### config.mk
export PLATFORM = sky130hd
export DESIGN_NAME = cla_nibble_sequencer
export DESIGN_NICKNAME = d
export VERILOG_FILES = /design/src/rtl/cla_pkg.sv /design/src/rtl/cla_nibble_sequencer_fcla.sv /design/src/rtl/cla_nibble_sequencer.sv
export SDC_FILE = /design/constraint.sdc
export NUM_CORES = 1
export LEC_CHECK = 0
export CORE_MARGIN = 10
export CORE_UTILIZATION = 50
export DETAILED_ROUTE_END_ITERATION = 6
export GPL_TIMING_DRIVEN = 0
export PLACE_DENSITY = 0.83
export SYNTH_ARGS = -nofsm -noshare
export SYNTH_HDL_FRONTEND = slang
export SYNTH_SLANG_ARGS = --single-unit
### constraint.sdc
create_clock -name clk -period 2.5 [get_ports clk]
set_input_delay 0.75 -clock clk [delete_from_list [all_inputs] [get_ports clk]]
set_output_delay 0.75 -clock clk [all_outputs]
set_load 0.05 [all_outputs]
### src/rtl/cla_pkg.sv
// Shared types and constants for the nibble-serial carry-lookahead adder.
package cla_pkg;

   typedef enum logic [1:0] {
      StIdle    = 2'd0,
      StIssue   = 2'd1,
      StCapture = 2'd2,
      StDone    = 2'd3
   } state_e;

   localparam int unsigned NIB_BITS = 4;
   localparam int unsigned FCLA_LAT = 1;

endpackage

### src/rtl/cla_nibble_sequencer_fcla.sv
// 4-bit carry-lookahead adder with registered sum and carry out (latency 1, no reset).
module fcla
   import cla_pkg::*;
(
   input  logic                clk,
   input  logic [NIB_BITS-1:0] a_i,
   input  logic [NIB_BITS-1:0] b_i,
   input  logic                cin_i,
   output logic [NIB_BITS-1:0] s_o,
   output logic                cout_o
);

   logic [NIB_BITS-1:0] g, p, s_d, s_q;
   logic [NIB_BITS:0]   c;
   logic                cout_q;

   always_comb begin
      g    = a_i & b_i;
      p    = a_i ^ b_i;
      c[0] = cin_i;
      c[1] = g[0] | (p[0] & cin_i);
      c[2] = g[1] | (p[1] & g[0]) | (p[1] & p[0] & cin_i);
      c[3] = g[2] | (p[2] & g[1]) | (p[2] & p[1] & g[0]) | (p[2] & p[1] & p[0] & cin_i);
      c[4] = g[3] | (p[3] & g[2]) | (p[3] & p[2] & g[1]) | (p[3] & p[2] & p[1] & g[0])
           | (p[3] & p[2] & p[1] & p[0] & cin_i);
      s_d  = p ^ c[NIB_BITS-1:0];
   end

   always_ff @(posedge clk) begin
      s_q    <= s_d;
      cout_q <= c[NIB_BITS];
   end

   assign s_o    = s_q;
   assign cout_o = cout_q;

endmodule

### src/rtl/cla_nibble_sequencer.sv
// Multi-cycle WIDTH-bit adder: one shared registered 4-bit CLA is fed a nibble per
// ISSUE/CAPTURE step, LSB first, with the carry chained through c_q.
module cla_nibble_sequencer
   import cla_pkg::*;
#(
   parameter int unsigned WIDTH = 16
) (
   input  logic             clk,
   input  logic             rst,
   input  logic             in_valid,
   output logic             in_ready,
   input  logic [WIDTH-1:0] a,
   input  logic [WIDTH-1:0] b,
   input  logic             cin,
   output logic             out_valid,
   input  logic             out_ready,
   output logic [WIDTH-1:0] sum,
   output logic             cout,
   output logic             ovf,
   output logic             busy
);

   localparam int unsigned NIB  = WIDTH / NIB_BITS;
   localparam int unsigned IdxW = (NIB > 1) ? $clog2(NIB) : 1;
   localparam logic [IdxW-1:0] LastIdx = IdxW'(NIB - 1);

   if ((WIDTH % NIB_BITS) != 0 || WIDTH < NIB_BITS) begin : g_bad_width
      $error("cla_nibble_sequencer: WIDTH must be a multiple of 4 and >= 4");
   end
   // The ISSUE/CAPTURE pairing relies on the fcla result appearing exactly one edge later.
   if (FCLA_LAT != 1) begin : g_bad_lat
      $error("cla_nibble_sequencer: fcla latency must be 1");
   end

   state_e              state_q, state_d;
   logic [IdxW-1:0]     idx_q, idx_d;
   logic                c_q, c_d;
   logic [WIDTH-1:0]    a_q, a_d, b_q, b_d, sum_q, sum_d;
   logic [NIB_BITS-1:0] f_a, f_b, f_s;
   logic                f_cin, f_cout;

   fcla u_fcla (
      .clk    (clk),
      .a_i    (f_a),
      .b_i    (f_b),
      .cin_i  (f_cin),
      .s_o    (f_s),
      .cout_o (f_cout)
   );

   always_comb begin
      state_d = state_q;
      idx_d   = idx_q;
      c_d     = c_q;
      a_d     = a_q;
      b_d     = b_q;
      sum_d   = sum_q;
      f_a     = '0;
      f_b     = '0;
      f_cin   = 1'b0;
      unique case (state_q)
         StIdle: begin
            if (in_valid) begin
               a_d     = a;
               b_d     = b;
               c_d     = cin;
               idx_d   = '0;
               state_d = StIssue;
            end
         end
         StIssue: begin
            f_a     = a_q[NIB_BITS*idx_q +: NIB_BITS];
            f_b     = b_q[NIB_BITS*idx_q +: NIB_BITS];
            f_cin   = c_q;
            state_d = StCapture;
         end
         StCapture: begin
            sum_d[NIB_BITS*idx_q +: NIB_BITS] = f_s;
            c_d = f_cout;
            if (idx_q == LastIdx) begin
               state_d = StDone;
            end else begin
               idx_d   = idx_q + 1'b1;
               state_d = StIssue;
            end
         end
         StDone: begin
            if (out_ready) begin
               state_d = StIdle;
            end
         end
         default: state_d = StIdle;
      endcase
   end

   always_ff @(posedge clk) begin
      if (rst) begin
         state_q <= StIdle;
         idx_q   <= '0;
         c_q     <= 1'b0;
         a_q     <= '0;
         b_q     <= '0;
         sum_q   <= '0;
      end else begin
         state_q <= state_d;
         idx_q   <= idx_d;
         c_q     <= c_d;
         a_q     <= a_d;
         b_q     <= b_d;
         sum_q   <= sum_d;
      end
   end

   assign in_ready  = (state_q == StIdle);
   assign out_valid = (state_q == StDone);
   assign busy      = (state_q != StIdle);
   assign sum       = sum_q;
   assign cout      = c_q;
   assign ovf       = out_valid && (a_q[WIDTH-1] == b_q[WIDTH-1])
                                && (sum_q[WIDTH-1] != a_q[WIDTH-1]);

endmodule
==> results.yml, run 1 <==
run_status:
  status: "finished clean"
run:
  maxCapViolations: 0
routing:
  drtAntennaViolNets: 0
  dr.first_iter.drc_count: 140
  drc_violations: 0
  wl_per_cell_um: 15.6
  totalWireLength_mm: 6.78
  dr.pass1.iters: 5
  detailroute.via_count: 2324
  avgViaCountPerCell: 5.34
final_layout:
  final-seq-area_mm2: 0.00116
  fin_nets: 408
  number_of_filler_instances_in_the_final_layout: 447
  antenna_cells_inserted: 0
  flow.area_growth_from_synthesis_pct: 31.4
  fin_cells: 435
  area_of_the_multi_input_gates_mm2: 0.00133
  fraction_of_final_layout_cells_sized_beyond_drive_strength_1_pct: 13.2
  fin_area_mm2: 0.00349
synthesis:
  synthesis.yosys.warnings: 0
  post_synth_num_cell_types: 38
  postSynth.topFlopCell: "dfxtp_1"
  synth_compound_gate_area_share_pct: 14.8
  number_of_enable_flip_flop_cells_after_synthesis: 0
  post_synth_inst_count: 290
  synth-simple-area-share_pct: 22.0
  synth-seq-area-share_pct: 43.7
  async_reset_ff_share_pct: 0
  synth_nets: 338
  synth.area.mux_share_pct: 6.78
  dominant_combinational_cell_family_by_area_after_synthesis: "simple AND/OR/NAND/NOR gates"
  synthXorXnorAreaFrac_pct: 0.989
  yosys.area_share.adder_pct: 5.46
  syn-cell-area_mm2: 0.00266
  avgSynthCellArea_um2: 9.16
  synth_top_area_share_pct: 43.7
  synthTopCellsByArea: "dfxtp_1 (44%), nand2_1 (10%), mux4_2 (6.8%)"
  postSynthRegisterBits: 58
  synth_area_leader_cell: "dfxtp_1"
floorplan:
  io_pins: 58
  die_y_um: 92.9
  fp.dieArea_mm2: 0.00863
  fp.coreArea_mm2: 0.00514
  rows: 26
  initial_core_util_pct: 51.7
  die_width_um: 92.9
clocking:
  clk_pin_slew_ps: 60
  root_buffer: "clkbuf_8"
  cts_max_path_buffers: 2
  worstSkewPairLatency_ps: 350
  cts.sinks: 58
  number_of_clock_buffers_inserted_by_tritoncts: 9
  clock_tree_from_tritoncts: "yes"
  postCtsHoldBufs: 0
  htree_levels: 3
sta:
  maxSlewViolCount: 0
  timing_hold_violations_final: 0
  slew-limit-headroom_pct: 65.5
  final.setup.worst_slack_ps: 92.2
  post-route-min-period_ps: 2410
  finalSetupViolations: 0
  maximum_clock_skew_at_final_layout_ps: 3.36
  fin_crit_sh_pct: 96.3
  worstMarginPinSlew_ps: 517
  unrepaired_setup_endpoints_after_global_routing: "no"
  achievable-frequency_mhz: 415
placement:
  placement.setup.worst_slack_ps: -93.5
  dpl-instance-area_mm2: 0.00331
  dpl.hpwl_mm: 5.02
  finalWeightedCongestion: 0.891
  port_buffer_count: 56
  placed_cells: 416
pwr:
  cellLeakagePower_nw: 1.34
  peakVddDrop_mv: 0.338
  power_density_mw_per_mm2: 577
  fin_total_pwr_w: 0.00202
hold_path:
  hold_path_class: "flop to flop"
  whs_path_depth: 2
setup_path:
  cp_slowest_cell: "dfxtp_1"
  cp.required_ps: 1750
  setup.worst_path.end_class: "output port"
  critical_path_buf_inv_count: 4
  critical_path.most_common_cell: "buf_2"
  timing_worst_setup_path_type: "flop to output port"
  startpoint_type: "flop"
  crit_fanout: 10
  max_stage_delay_ps: 320
  critPathArrivalTime_ps: 1660
  path_delay_family: "buffers and inverters"
  worst-r2r-cell-count: 8
  critical_path.cell_chain: "buf_2 -> buf_2 -> or2_2 -> inv_1 -> buf_2"
  worstSetupPathDepth: 5
grt:
  grt_start_max_net_pins: 11
  grt_antenna_before_repair: 0
  first_global_vias: 2287
  leftover_overflow_at_the_end_of_global_routing: 0
  grtUsageTotal_pct: 16.0
  grt_pass1_wl_mm: 10.9
[timing repair]
action / CTS / global route
gates resized for setup: 11 / 11
pin swaps: 0 / 3
hold endpoints to repair: 0 / 0
buffers inserted: 0 / 3
setup endpoints to repair: 5 / 5
[cell usage after synthesis (all sizes together) (2+ instances only)]
| cell | count |
|---|---|
| nor2b | 11 |
| a32oi | 16 |
| o21bai | 2 |
| nand2 | 71 |
| nor2 | 20 |
| clkbuf | 6 |
| dfxtp | 58 |
| nand3b | 5 |
| o21ai | 2 |
| buf | 15 |
| a21oi | 35 |
| inv | 4 |
| and3b | 2 |
| xnor2 | 2 |
| nor3b | 3 |
| mux4 | 8 |
| nand2b | 2 |
| and2 | 4 |
| ha | 10 |
[final cells by class]
type / count / area share (%)
repair buffers: 59 / 16.2
multi-input cells: 207 / 38.2
well taps: 70 / 2.51
clock buffers: 13 / 4.26
clock inverters: 3 / 0.430
plain buffers: 21 / 4.59
inverters: 4 / 0.430
flip-flops and latches: 58 / 33.4
[logic make-up (layout without fill, tap and decap cells)]
logic type	Yosys count	after routing
xor gates and xnor gates	3	3
muxes	8	8
AOI/OAI and AO/OA	61	61
buffers and inverters	25	100
adders and majority gates	11	11
and+or+nand+nor	124	124
DFF	58	58
[sequential cells by signal, indices dropped and copies added (netlist names)]
signal	cells
sum	16
cout	1
b_q	16
idx_q	2
state_q	2
u_fcla.s_o	4
u_fcla.cout_o	1
a_q	16
[where the power goes]
| group | internal [W] | switching, W | total [W] |
|---|---|---|---|
| combinational | 0.000140 | 0.000141 | 0.000281 |
| clock | 0.000382 | 0.000362 | 0.000744 |
| sequential | 0.000965 | 0.0000265 | 0.000991 |
| total | 0.00149 | 0.000529 | 0.00202 |
[through the flow]
stage	hold slack [ps]	util (%)	TNS, ps
floorplan	433	-	0
CTS	452	67.6	-41.2
detailed placement	444	64.4	-144
global placement	439	64.4	-80.4
global route	473	67.9	0
finish	453	67.9	0
[path summary, 6_finish.rpt]
kind | startpoint | to | slack (ps)
hold / removal | b_q[12] | b_q[12] | 450
setup reg to reg | idx_q[0] | u_fcla.s_o[3] | 130
hold reg to reg | b_q[12] | b_q[12] | 450
setup / recovery | state_q[0] | in_ready | 90
[per-layer routing]
metal	routed length (µm)	GRT usage, %	vias up
li1	-	-	1145
met1	2910	17.7	1092
met2	3310	26.5	71
met3	376	5.25	16
met4	178	9.38	0
met5	0	0	-
[tightest hold or removal path: stages, from the launching register on]
cell and delay, ps:
dfxtp_1 310, nand2_1 50, a21oi_1 50
[layout by cell type (no fill, tap or decap), drive strengths merged, types with 2 or more instances in the layout]
cell type / count
nand2: 71
dfxtp: 58
clkdlybuf4s50: 52
a21oi: 35
buf: 21
nor2: 20
clkbuf: 19
a32oi: 16
nor2b: 11
ha: 10
mux4: 8
nand3b: 5
inv: 4
and2: 4
clkinv: 3
nor3b: 3
nand2b: 2
and3b: 2
o21bai: 2
xnor2: 2
o21ai: 2
(Power assumes the default switching activity.)
==> run 2: changes to the inputs <==
Settings changed: PLACE_DENSITY 0.83 to 0.81, SKIP_LAST_GASP set to 1.
==> run 2 against run 1 <==
Effect of this change:
- sequential power hardly changed
- fmax is 0.21% higher
- clock skew increased by 1.3 ps
- critical path type is now flop to flop
==> results.yml, run 2 (synthesized netlist as in run 1, its figures left out) <==
sta:
  final.setup.worst_slack_ps: 97.2
  post-route-min-period_ps: 2400
  worstMarginPinSlew_ps: 519
  maximum_clock_skew_at_final_layout_ps: 4.62
  timing_hold_violations_final: 0
  unrepaired_setup_endpoints_after_global_routing: "yes"
  slew-limit-headroom_pct: 65.3
  finalSetupViolations: 0
  fin_crit_sh_pct: 96.1
  maxSlewViolCount: 0
  achievable-frequency_mhz: 416
setup_path:
  cp_slowest_cell: "mux4_2"
  r2r_start: "idx_q[0]"
  timing_worst_setup_path_type: "flop to flop"
  cp.required_ps: 2710
  critPathArrivalTime_ps: 2610
  startpoint_type: "flop"
  crit_fanout: 10
  critical_path.cell_chain: "buf_8 -> buf_12 -> mux4_2 -> nor2b_1 -> ha_1 -> a21o_1 -> a221oi_4 -> xnor2_1"
  r2r-end: "u_fcla.s_o[3]"
  setup.worst_path.end_class: "flop"
  r2r_setup_slack_ps: 100
  worst-r2r-cell-count: 8
  max_stage_delay_ps: 500
clocking:
  clock_tree_from_tritoncts: "yes"
  cts.sinks: 58
  root_buffer: "clkbuf_8"
  worstSkewPairLatency_ps: 330
  number_of_clock_buffers_inserted_by_tritoncts: 9
  htree_levels: 3
  clk_pin_slew_ps: 60
  postCtsHoldBufs: 0
  cts_max_path_buffers: 2
routing:
  drtAntennaViolNets: 0
  wl_per_cell_um: 14.7
  drc_violations: 0
  dr.first_iter.drc_count: 98
  detailroute.via_count: 2284
  dr.pass1.iters: 4
  avgViaCountPerCell: 5.25
  totalWireLength_mm: 6.40
floorplan:
  die_y_um: 92.9
  fp.coreArea_mm2: 0.00514
  io_pins: 58
  fp.dieArea_mm2: 0.00863
  die_width_um: 92.9
  rows: 26
  initial_core_util_pct: 51.7
final_layout:
  fin_cells: 435
  layout.cells.most_common_list: "nand2_1 (71), dfxtp_1 (57), clkdlybuf4s50_1 (52), a21oi_1 (35), nor2_1 (20)"
  flow.area_growth_from_synthesis_pct: 32.6
  fraction_of_final_layout_cells_sized_beyond_drive_strength_1_pct: 13.2
  antenna_cells_inserted: 0
  layout.cells.most_common: "nand2_1"
  fin_nets: 408
  finalCoreUtilization_pct: 68.5
pwr:
  switching_power_w: 0.000511
  peakVddDrop_mv: 0.623
  p_sw_share_pct: 25.5
  fin_total_pwr_w: 0.00200
  share_clk_of_total_power_pct: 36.4
  power_density_mw_per_mm2: 568
  cellLeakagePower_nw: 1.34
  proportion_of_power_drawn_by_flip_flops_and_latches_pct: 49.5
  combPwrFrac_pct: 14.1
  p_int_w: 0.00149
grt:
  grt_start_max_net_pins: 11
  first_global_vias: 2292
  grtUsageTotal_pct: 15.3
  grt_antenna_before_repair: 0
  leftover_overflow_at_the_end_of_global_routing: 0
  grt_pass1_wl_mm: 10.8
hold_path:
  hold_path_class: "flop to flop"
  whs_path_depth: 2
  hold_path_end: "b_q[0]"
  min_from: "b_q[0]"
run:
  maxCapViolations: 0
placement:
  placed_cells: 416
  finalWeightedCongestion: 0.882
  placement.setup.worst_slack_ps: -90.5
  port_buffer_count: 56
  dpl.hpwl_mm: 4.87
run_status:
  status: "finished clean"
## run 2: area by class of cell
class	count	area, µm²
Clock buffer	13	149
Inverter	4	15.0
Clock inverter	3	15.0
Sequential cell	58	1160
Multi-Input combinational cell	207	1350
Fill cell	453	1620
Tap cell	70	87.6
Buffer	21	168
Timing Repair Buffer	59	579
## run 2: through the flow
step | TNS (ps) | hold WS (ps) | cell area (µm²)
after floorplan | 0 | 433 | 2660
after global placement | -89.2 | 440 | 3310
after detailed placement | -131 | 446 | 3310
after CTS | -20.6 | 454 | 3480
after global routing | -30.2 | 472 | 3520
final | 0 | 453 | 3520
## run 2: power groups by stage
stage	combinational (W)	clock, W	sequential (W)
final	0.000281	0.000728	0.000990
after global routing	0.000305	0.000789	0.000995
after CTS	0.000277	0.000738	0.000991
after detailed placement	0.000277	0	0.00101
after global placement	0.000272	0	0.00101
after floorplan	0.000169	0	0.00101
## run 2: how the worst max path moves through the flow
stage                from             to  cells past startpoint
4_1_cts        state_q[1]       in_ready                      5
6_report         idx_q[0]  u_fcla.s_o[3]                      8
3_5_place_dp   state_q[1]       in_ready                      5
5_1_grt          idx_q[0]  u_fcla.s_o[3]                      8
2_1_floorplan    idx_q[0]  u_fcla.s_o[3]                      8
3_3_place_gp   state_q[1]       in_ready                      5
## run 2: critical path: cells and delay by family, from the launching register on
kind,cells,cell delay [ps]
flip-flops,1,360
AO/OA/AOI/OAI,2,570
adder cells (fa/ha/maj),1,350
buffers and inverters,2,230
multiplexers,1,500
XOR/XNOR,1,120
AND/OR/NAND/NOR,1,150
## run 2: layer usage
layer  up-vias  global-route usage [%]  wire, µm
met5         -                       0         0
met4         0                    4.63        76
met3         8                    6.21       402
met2        61                    24.9      3050
met1      1075                    18.1      2870
li1       1140                       -         -
## run 2: timing repair
item / in CTS / in global routing
resized for setup: 11 / 10
endpoints found under the setup margin: 5 / 4
gates cloned: 0 / 0
pin swaps: 1 / 4
buffers inserted: 0 / 3
